## src/rtl/chaser_monitor.sv

```systemverilog
// Receive-side checker for a rotating one-hot LED bus: locks onto the rotation,
// decodes the lit position, flags step/timing/one-hot violations and counts laps.
module chaser_monitor #(
    parameter int WIDTH        = 8,
    parameter int ROTATE_SPEED = 4,
    parameter int LAP_W        = 16
) (
    input  logic                     i_clk,
    input  logic                     i_rst,
    input  logic [WIDTH-1:0]         i_led_pattern,
    input  logic                     i_enable,
    input  logic                     i_clear,
    output logic                     o_locked,
    output logic [$clog2(WIDTH)-1:0] o_position,
    output logic                     o_onehot,
    output logic                     o_err_onehot,
    output logic                     o_err_step,
    output logic                     o_err_timing,
    output logic [LAP_W-1:0]         o_lap_count
);
    localparam int POS_W = $clog2(WIDTH);
    localparam int DW    = $clog2(ROTATE_SPEED + 2);
    localparam logic [DW-1:0] RS_D   = DW'(ROTATE_SPEED);
    localparam logic [DW-1:0] RS_MAX = DW'(ROTATE_SPEED + 1);

    typedef enum logic [1:0] {S_IDLE, S_ACQUIRE, S_TRACK, S_FAULT} state_t;

    state_t             r_state, w_state_next;
    logic [WIDTH-1:0]   r_prev;
    logic [DW-1:0]      r_dwell, w_dwell_next;
    logic [POS_W-1:0]   r_pos, w_pos;
    logic               r_onehot;
    logic               r_err_onehot, r_err_step, r_err_timing;
    logic [LAP_W-1:0]   r_lap;

    logic               w_onehot, w_change, w_legal;
    logic [WIDTH-1:0]   w_rotl;
    logic               w_set_oh, w_set_step, w_set_tim, w_lap_inc;

    assign w_onehot = $onehot(i_led_pattern);
    assign w_change = (i_led_pattern != r_prev);
    assign w_rotl   = {r_prev[WIDTH-2:0], r_prev[WIDTH-1]};
    assign w_legal  = w_change && (i_led_pattern == w_rotl);

    always_comb begin
        w_pos = '0;
        for (int i = 0; i < WIDTH; i++)
            if (i_led_pattern[i]) w_pos = POS_W'(i);
    end

    // Enabled edges since the last change; the change edge itself counts when enabled.
    always_comb begin
        w_dwell_next = r_dwell;
        if (w_change)
            w_dwell_next = DW'(i_enable);
        else if (i_enable && r_dwell != RS_MAX)
            w_dwell_next = r_dwell + DW'(1);
    end

    always_comb begin
        w_state_next = r_state;
        w_set_oh     = 1'b0;
        w_set_step   = 1'b0;
        w_set_tim    = 1'b0;
        w_lap_inc    = 1'b0;
        case (r_state)
            S_IDLE: begin
                if (w_onehot) w_state_next = S_ACQUIRE;
            end
            S_ACQUIRE: begin
                if (!w_onehot || (w_change && !w_legal))
                    w_state_next = S_IDLE;
                else if (w_legal)
                    w_state_next = S_TRACK;
            end
            S_TRACK: begin
                if (!w_onehot) begin
                    w_set_oh = 1'b1;
                end else begin
                    w_set_step = w_change && !w_legal;
                    // Any step off the exact dwell is mistimed; a missing step is overdue.
                    w_set_tim  = (w_change && r_dwell != RS_D) ||
                                 (!w_change && i_enable && r_dwell == RS_D);
                end
                if (w_set_oh || w_set_step || w_set_tim)
                    w_state_next = S_FAULT;
                else if (w_legal && r_prev[WIDTH-1])
                    w_lap_inc = 1'b1;
            end
            S_FAULT: w_state_next = S_FAULT;
            default: w_state_next = S_IDLE;
        endcase
    end

    always_ff @(posedge i_clk) begin
        if (i_rst) begin
            r_state      <= S_IDLE;
            r_prev       <= '0;
            r_dwell      <= '0;
            r_pos        <= '0;
            r_onehot     <= 1'b0;
            r_err_onehot <= 1'b0;
            r_err_step   <= 1'b0;
            r_err_timing <= 1'b0;
            r_lap        <= '0;
        end else begin
            r_prev   <= i_led_pattern;
            r_onehot <= w_onehot;
            if (w_onehot) r_pos <= w_pos;
            if (i_clear) begin
                r_state      <= S_IDLE;
                r_dwell      <= '0;
                r_err_onehot <= 1'b0;
                r_err_step   <= 1'b0;
                r_err_timing <= 1'b0;
                r_lap        <= '0;
            end else begin
                r_state      <= w_state_next;
                r_dwell      <= w_dwell_next;
                r_err_onehot <= r_err_onehot | w_set_oh;
                r_err_step   <= r_err_step   | w_set_step;
                r_err_timing <= r_err_timing | w_set_tim;
                if (w_lap_inc) r_lap <= r_lap + LAP_W'(1);
            end
        end
    end

    assign o_locked     = (r_state == S_TRACK);
    assign o_position   = r_pos;
    assign o_onehot     = r_onehot;
    assign o_err_onehot = r_err_onehot;
    assign o_err_step   = r_err_step;
    assign o_err_timing = r_err_timing;
    assign o_lap_count  = r_lap;
endmodule

```

## config.mk

```make
export PLATFORM = sky130hd
export DESIGN_NAME = chaser_monitor
export DESIGN_NICKNAME = d
export VERILOG_FILES = /design/src/rtl/chaser_monitor.sv
export SDC_FILE = /design/constraint.sdc
export NUM_CORES = 1
export LEC_CHECK = 0
export CAP_MARGIN = 40
export CORE_UTILIZATION = 55
export DETAILED_ROUTE_END_ITERATION = 8
export PLACE_DENSITY_LB_ADDON = 0.08
export SLEW_MARGIN = 30
export SYNTH_ARGS = -nofsm -noshare
export SYNTH_HDL_FRONTEND = slang
export SYNTH_SLANG_ARGS = --single-unit
```

## constraint.sdc

```tcl
create_clock -name i_clk -period 7.8 [get_ports i_clk]
set_clock_uncertainty 0.1 [all_clocks]
set_input_delay 1.17 -clock i_clk [delete_from_list [all_inputs] [get_ports i_clk]]
set_output_delay 1.17 -clock i_clk [all_outputs]
set_load 0.05 [all_outputs]
```

==> flow_metrics.tcl <==
set metrics [dict create \
    status "completed" \
    cp_cell_sequence "clkdlybuf4s50_1 > inv_1 > fa_1 > fa_1 > fa_1 > inv_1 > ha_1 > inv_1 > fa_1 > and3b_1 > a41o_1 > o21ai_2 > or4_1 > a21oi_1" \
    start_util_pct 58.1 \
    grt_pass1_vias 1890 \
    syn_area_sq_mm 0.00216 \
    path_class "in -> reg" \
    hold_class "reg -> reg" \
    drc 0 \
    crit_path_frequent_cell "fa_1" \
    peakVddDrop_mv 0.163 \
    path_buf_inv 4 \
    drive_gt1_share_pct 6.60 \
    hpwl_mm 3.64 \
    cp.required_ns 7.92 \
    cts_hold_buf 0 \
    timing_hold_violations_final 0 \
    via_per_inst 5.84 \
    ys_ff_latch 36 \
    coreArea_sq_mm 0.00372 \
    synth_xor_area_share_pct 6.83 \
    synth_nets 277 \
    async_flop_share_pct 0 \
    gp_congestion 0.837 \
    slew_headroom_pct 48.1 \
    multi_input_area_sq_mm 0.00127 \
    critPathArrivalTime_ns 5.50 \
    critPathTopFamily "adder cells" \
    die_area_sq_mm 0.00418 \
    antenna_found_initial 0 \
    io_pins 36 \
    die_x_um 64.7 \
    layout.nets 310 \
    clk_latency_ns 0.29 \
    clock-sinks 36 \
    drtIter0Drc 153 \
    cts_resized 0 \
    fin_tns_setup_ns 0 \
    cts_root_buf "clkbuf_8" \
    wire_per_inst_um 14.8 \
    tritoncts "done" \
    cp_slowest_cell "clkdlybuf4s50_1" \
    wl_mm 4.98 \
    area_growth_pct 20.8 \
    rows 22 \
    fin_util_pct 70.2 \
    gr-total-overflow 0 \
    setup_slack_ns 2.42 \
    finalMaxSlewViolations 0 \
    die_h_um 64.7 \
    rsz0062_at_grt "no" \
    power_density_mw_per_mm2 184 \
    synthAdderAreaFrac_pct 7.76 \
    synthMuxAreaShare_pct 2.78 \
    period_needed_ns 5.38 \
    p_leak_uw 0.000992 \
    grt_use_total_pct 26.5 \
    finalSetupViolations 0 \
    final.fill_count 316 \
    drtPass1Iterations 5 \
    ant_nets 0 \
    synth-compound-area-share_pct 15.7 \
    synth_edf_count 0 \
    numCtsBuffers 5 \
    slowest_delay_ns 0.55 \
    grt_max_degree 20 \
    synth_top_family_by_area "simple AND/OR/NAND/NOR gates" \
    seqCellArea_sq_um 721 \
    max_freq_mhz 186 \
    ys_types 49 \
    tightest_slew_ns 0.776 \
    path_clk_slew_ns 0.07 \
    detailedPlace.worstSlack_ns 2.00 \
    cts-htree-levels 2 \
    grt_pass1_wl_mm 8.47 \
    cts.path.max_buffers 2 \
    startpoint_type "input port" \
    yosys_warnings 0 \
    crit_path_end_kind "flop" \
    synthCells 254 \
    period_share_pct 69.0 \
    synth_simple_gate_area_share_pct 25.9 \
    critPathMaxFanout 10 \
    synthFlopType "dfxtp_1" \
    postCtsSetupRepairBufs 0 \
    n_antenna_cell 0 \
    cap_violations 0 \
    yosysSeqAreaShare_pct 33.4 \
    port_buffers 35 \
    vias 1961 \
    synth_area_per_cell_sq_um 8.51 \
]
[metrics by stage]
| step | hold WS [ns] | power (uW) | std cells | area, sq um |
|---|---|---|---|---|
| after floorplan | 0.378 | 292 | 254 | 2160 |
| after global placement | 0.331 | 318 | 326 | 2490 |
| after detailed placement | 0.343 | 320 | 327 | 2490 |
| after CTS | 0.355 | 481 | 335 | 2600 |
| after global routing | 0.385 | 505 | 336 | 2610 |
| final | 0.353 | 480 | 336 | 2610 |
[area by class of cell]
type | count | share of cell area (%)
Inverter | 22 | 3.16
Sequential cell | 36 | 27.6
Clock inverter | 2 | 1.34
Timing Repair Buffer | 37 | 14.0
Clock buffer | 6 | 2.78
Tap cell | 48 | 2.30
Multi-Input combinational cell | 185 | 48.8
[layout by cell type, fill, tap and decap left out, types with 5 or more instances in the layout]
| master | count |
|---|---|
| nand2_1 | 25 |
| a211oi_1 | 5 |
| inv_1 | 21 |
| mux2i_1 | 6 |
| clkdlybuf4s50_1 | 35 |
| ha_1 | 7 |
| dfxtp_1 | 36 |
| nor2_1 | 25 |
| nand4_1 | 12 |
| a31oi_1 | 5 |
| o31ai_1 | 6 |
| a21oi_1 | 16 |
| clkbuf_8 | 5 |
| nor3_1 | 6 |
| a41o_1 | 5 |
| xnor2_1 | 15 |
[power by group]
part	switching [uW]	internal, uW	leakage (uW)	total, uW
logic	74.0	44.6	0.000644	119
registers	5.42	193	0.000293	198
clock network	68.3	94.8	0.0000552	163
total	148	332	0.000992	480
[path summary, 6_finish.rpt]
| path | from | endpoint | slack (ns) | depth (start not counted) |
|---|---|---|---|---|
| setup / recovery | i_led_pattern[1] | o_lap_count[0]$_SDFFE_PP0P_ | 2.42 | 14 |
| hold / removal | o_err_step$_SDFF_PP0_ | o_err_step$_SDFF_PP0_ | 0.35 | 2 |
| setup reg to reg | o_lap_count[2]$_SDFFE_PP0P_ | o_lap_count[12]$_SDFFE_PP0P_ | 5.65 | 5 |
| hold reg to reg | o_err_step$_SDFF_PP0_ | o_err_step$_SDFF_PP0_ | 0.35 | 2 |
[cell families (layout without fill, tap and decap cells)]
group,count (synthesis),count (layout)
DFF,36,36
buffers and inverters,33,67
AOI/OAI and AO/OA,48,48
adders and majority gates,11,11
xor gates and xnor gates,16,16
muxes,6,6
and+or+nand+nor,104,104
[layer usage]
layer  GRT usage, %  wire (um)  up-vias
met1           31.1       2190      913
met4           10.8         93        0
li1               -          -      984
met5              0          0        -
met3           5.11        187        9
met2           47.0       2500       55
[sequential cells by signal, indices dropped and copies added (netlist names)]
name          cells
o_lap_count      16
r_prev            8
o_position        3
r_dwell           3
r_state           2
o_err_onehot      1
o_err_step        1
o_err_timing      1
o_onehot          1
[synth_stat cells, types with 6 or more instances]
| library cell | n | share of area (%) |
|---|---|---|
| mux2i_1 | 6 | 2.8 |
| xnor2_1 | 15 | 6.1 |
| nor2_1 | 25 | 4.3 |
| nand4_1 | 12 | 3.5 |
| nand2_1 | 25 | 4.3 |
| dfxtp_1 | 36 | 33 |
| o31ai_1 | 6 | 2.1 |
| nor3_1 | 6 | 1.4 |
| ha_1 | 7 | 4.1 |
| inv_1 | 21 | 3.6 |
| a21oi_1 | 16 | 3.7 |
[tightest hold or removal path: cells and delay by family (launching register included)]
kind	cells	cell delay, ns
DFF	1	0.31
AOI/OAI and AO/OA	1	0.05
buffers and inverters	1	0.05
Note: power is estimated with default switching activity, not from simulation.
==> patch: new RTL, config.mk and constraints unchanged <==
Register the input `i_led_pattern` before use. The logic sees it one clock later. The other inputs are not delayed to match.
--- a/src/rtl/chaser_monitor.sv
+++ b/src/rtl/chaser_monitor.sv
@@ -27,2 +27,8 @@
 
+    logic [WIDTH-1:0] i_led_pattern_q;
+
+    always_ff @(posedge i_clk) begin
+        i_led_pattern_q <= i_led_pattern;
+    end
+
     state_t             r_state, w_state_next;
@@ -39,6 +45,6 @@
 
-    assign w_onehot = $onehot(i_led_pattern);
-    assign w_change = (i_led_pattern != r_prev);
+    assign w_onehot = $onehot(i_led_pattern_q);
+    assign w_change = (i_led_pattern_q != r_prev);
     assign w_rotl   = {r_prev[WIDTH-2:0], r_prev[WIDTH-1]};
-    assign w_legal  = w_change && (i_led_pattern == w_rotl);
+    assign w_legal  = w_change && (i_led_pattern_q == w_rotl);
 
@@ -47,3 +53,3 @@
         for (int i = 0; i < WIDTH; i++)
-            if (i_led_pattern[i]) w_pos = POS_W'(i);
+            if (i_led_pattern_q[i]) w_pos = POS_W'(i);
     end
@@ -106,3 +112,3 @@
         end else begin
-            r_prev   <= i_led_pattern;
+            r_prev   <= i_led_pattern_q;
             r_onehot <= w_onehot;
Behaviour: not the same (a bounded check fails within 4 cycles, from zero or initial values and one cycle with i_rst high).
==> patch against the original RTL <==
  * First-iteration DRC count fell by 14%
  * Synthesized area grew 5.4%
  * Critical endpoint is now o_lap_count[15]
  * Sequential cell count is 8 higher
  * Critical path type is now reg -> reg
  * Routed wire length down 6.2%
  * Die area rose by 5.3%
  * Final area grew 5.8%
  * Total power grew 11%
  * Setup slack better by 0.68 ns
  * Combinational power down 3%
  * Sequential share of layout area increased by 4.3 points
==> patch: results (changes against the original RTL) <==
* Leakage at 1.040 nW (+4.8%)
* Synth Net Count at 274 (-1.1%)
* Mapped Cells at 251 (-1.2%)
* WL final at 4666 um (-6.2%)
* Min-Delay Path Class: reg -> reg
* Fin nets at 307 (-0.97%)
* Finished Layout Cells at 335 (-0.30%)
* IO buf count at 35 (unchanged)
* Yosys cell types at 47 (-4.1%)
* DRT iter0 DRCs at 132 (-14%)
* Drt pass-1 iters at 4 (-1)
* HPWL after DPL at 3396 um (-6.8%)
* Outcome: completed
* Max FO, Critical Path at 13 (+3)
* Layout cells sized above 1 at 10.53% (+3.9 points)
* Total track usage at 23.24% (-3.3 points)
* Placer Congestion at 0.8106 (-3.2%)
* Commonest cells in the netlist: dfxtp_1 (44), inv_1 (24), nor2_1 (20)
* Number of global-route vias before repair at 1768 (-6.5%)
* Sequential share of the synthesized area at 38.66% (+5.3 points)
* Top cells by area, synth: dfxtp_1 (39%), inv_1 (4.0%), ha_1 (3.8%), fa_1 (3.5%), nor2_1 (3.3%)
* Layout fillers at 340 (+7.6%)
* Drt via density at 5.740 (-1.6%)
* Inst Count DP at 326 (-0.31%)
* CP arrival at 4.84 ns (-0.66 ns)
* First-pass GRT wire length at 7790 um (-8.0%)
* Total CTS buffers at 5 (unchanged)
* Largest net degree at the start of global routing at 22 (+10%)
* Worst min-delay path startpoint: o_err_timing
patch: worst max-delay path, stage by stage, from the launching register on:
cell	delay, ns
dfxtp_1	0.39
inv_1	0.09
fa_1	0.56
fa_1	0.42
fa_1	0.43
inv_1	0.07
ha_1	0.18
inv_1	0.07
fa_1	0.54
nand2_2	0.10
o41ai_4	0.60
nand4_2	0.45
nor4_1	0.42
mux2i_1	0.21
patch: layout make-up:
type | count | area [um^2] | area share [%]
clock inverter | 3 | 42.54 | 1.541
timing repair buffer | 37 | 362.8 | 13.14
inverter | 24 | 90.09 | 3.262
sequential | 44 | 880.8 | 31.90
multi-input combinational | 172 | 1254 | 45.40
tap | 50 | 62.56 | 2.266
clock buffer | 5 | 68.82 | 2.492
patch: stage by stage:
step                cell area (um^2)  worst slack, ns  total power [W]
CTS                             2756            3.098        0.0005393
floorplan                       2278            3.629        0.0003333
global placement                2635            3.238        0.0003617
detailed placement              2645            3.161        0.0003641
global route                    2761            2.783        0.0005582
finish                          2761            3.095        0.0005348
patch: power by group:
part	total (W)	internal [W]	switching, W	leakage, nW
sequential	0.000245	0.000235	0.00000939	0.360
combinational	0.000115	0.0000450	0.0000702	0.625
clock	0.000175	0.0000948	0.0000800	0.0541
total	0.000535	0.000375	0.000160	1.04
patch: cells by family (layout without fill, tap and decap cells):
group,after synthesis,in the layout,share of synthesized area [%]
AND/OR/NAND/NOR,94,94,23.06
buffers and inverters,35,69,6.425
AO/OA/AOI/OAI,48,48,17.02
XOR/XNOR,16,16,6.151
multiplexers,3,3,1.318
adder cells (fa/ha/maj),11,11,7.359
flip-flops,44,44,38.66
patch: metal layers:
layer  global-route usage (%)  part of all wire [%]  vias up
met5                        0                     0        -
met4                    9.574                   1.6        0
met3                    5.690                   3.9        8
met2                    37.63                    48       42
met1                    29.28                    47      905
li1                         -                     -      968
patch: worst paths after layout:
kind                                   endpoint  slack, ns  cells after the start
worst min-delay path               o_err_timing       0.37                      2
worst max-delay path            o_lap_count[15]       3.10                     13
worst min register to register     o_err_timing       0.37                      2
worst max register to register  o_lap_count[15]       3.10                     13
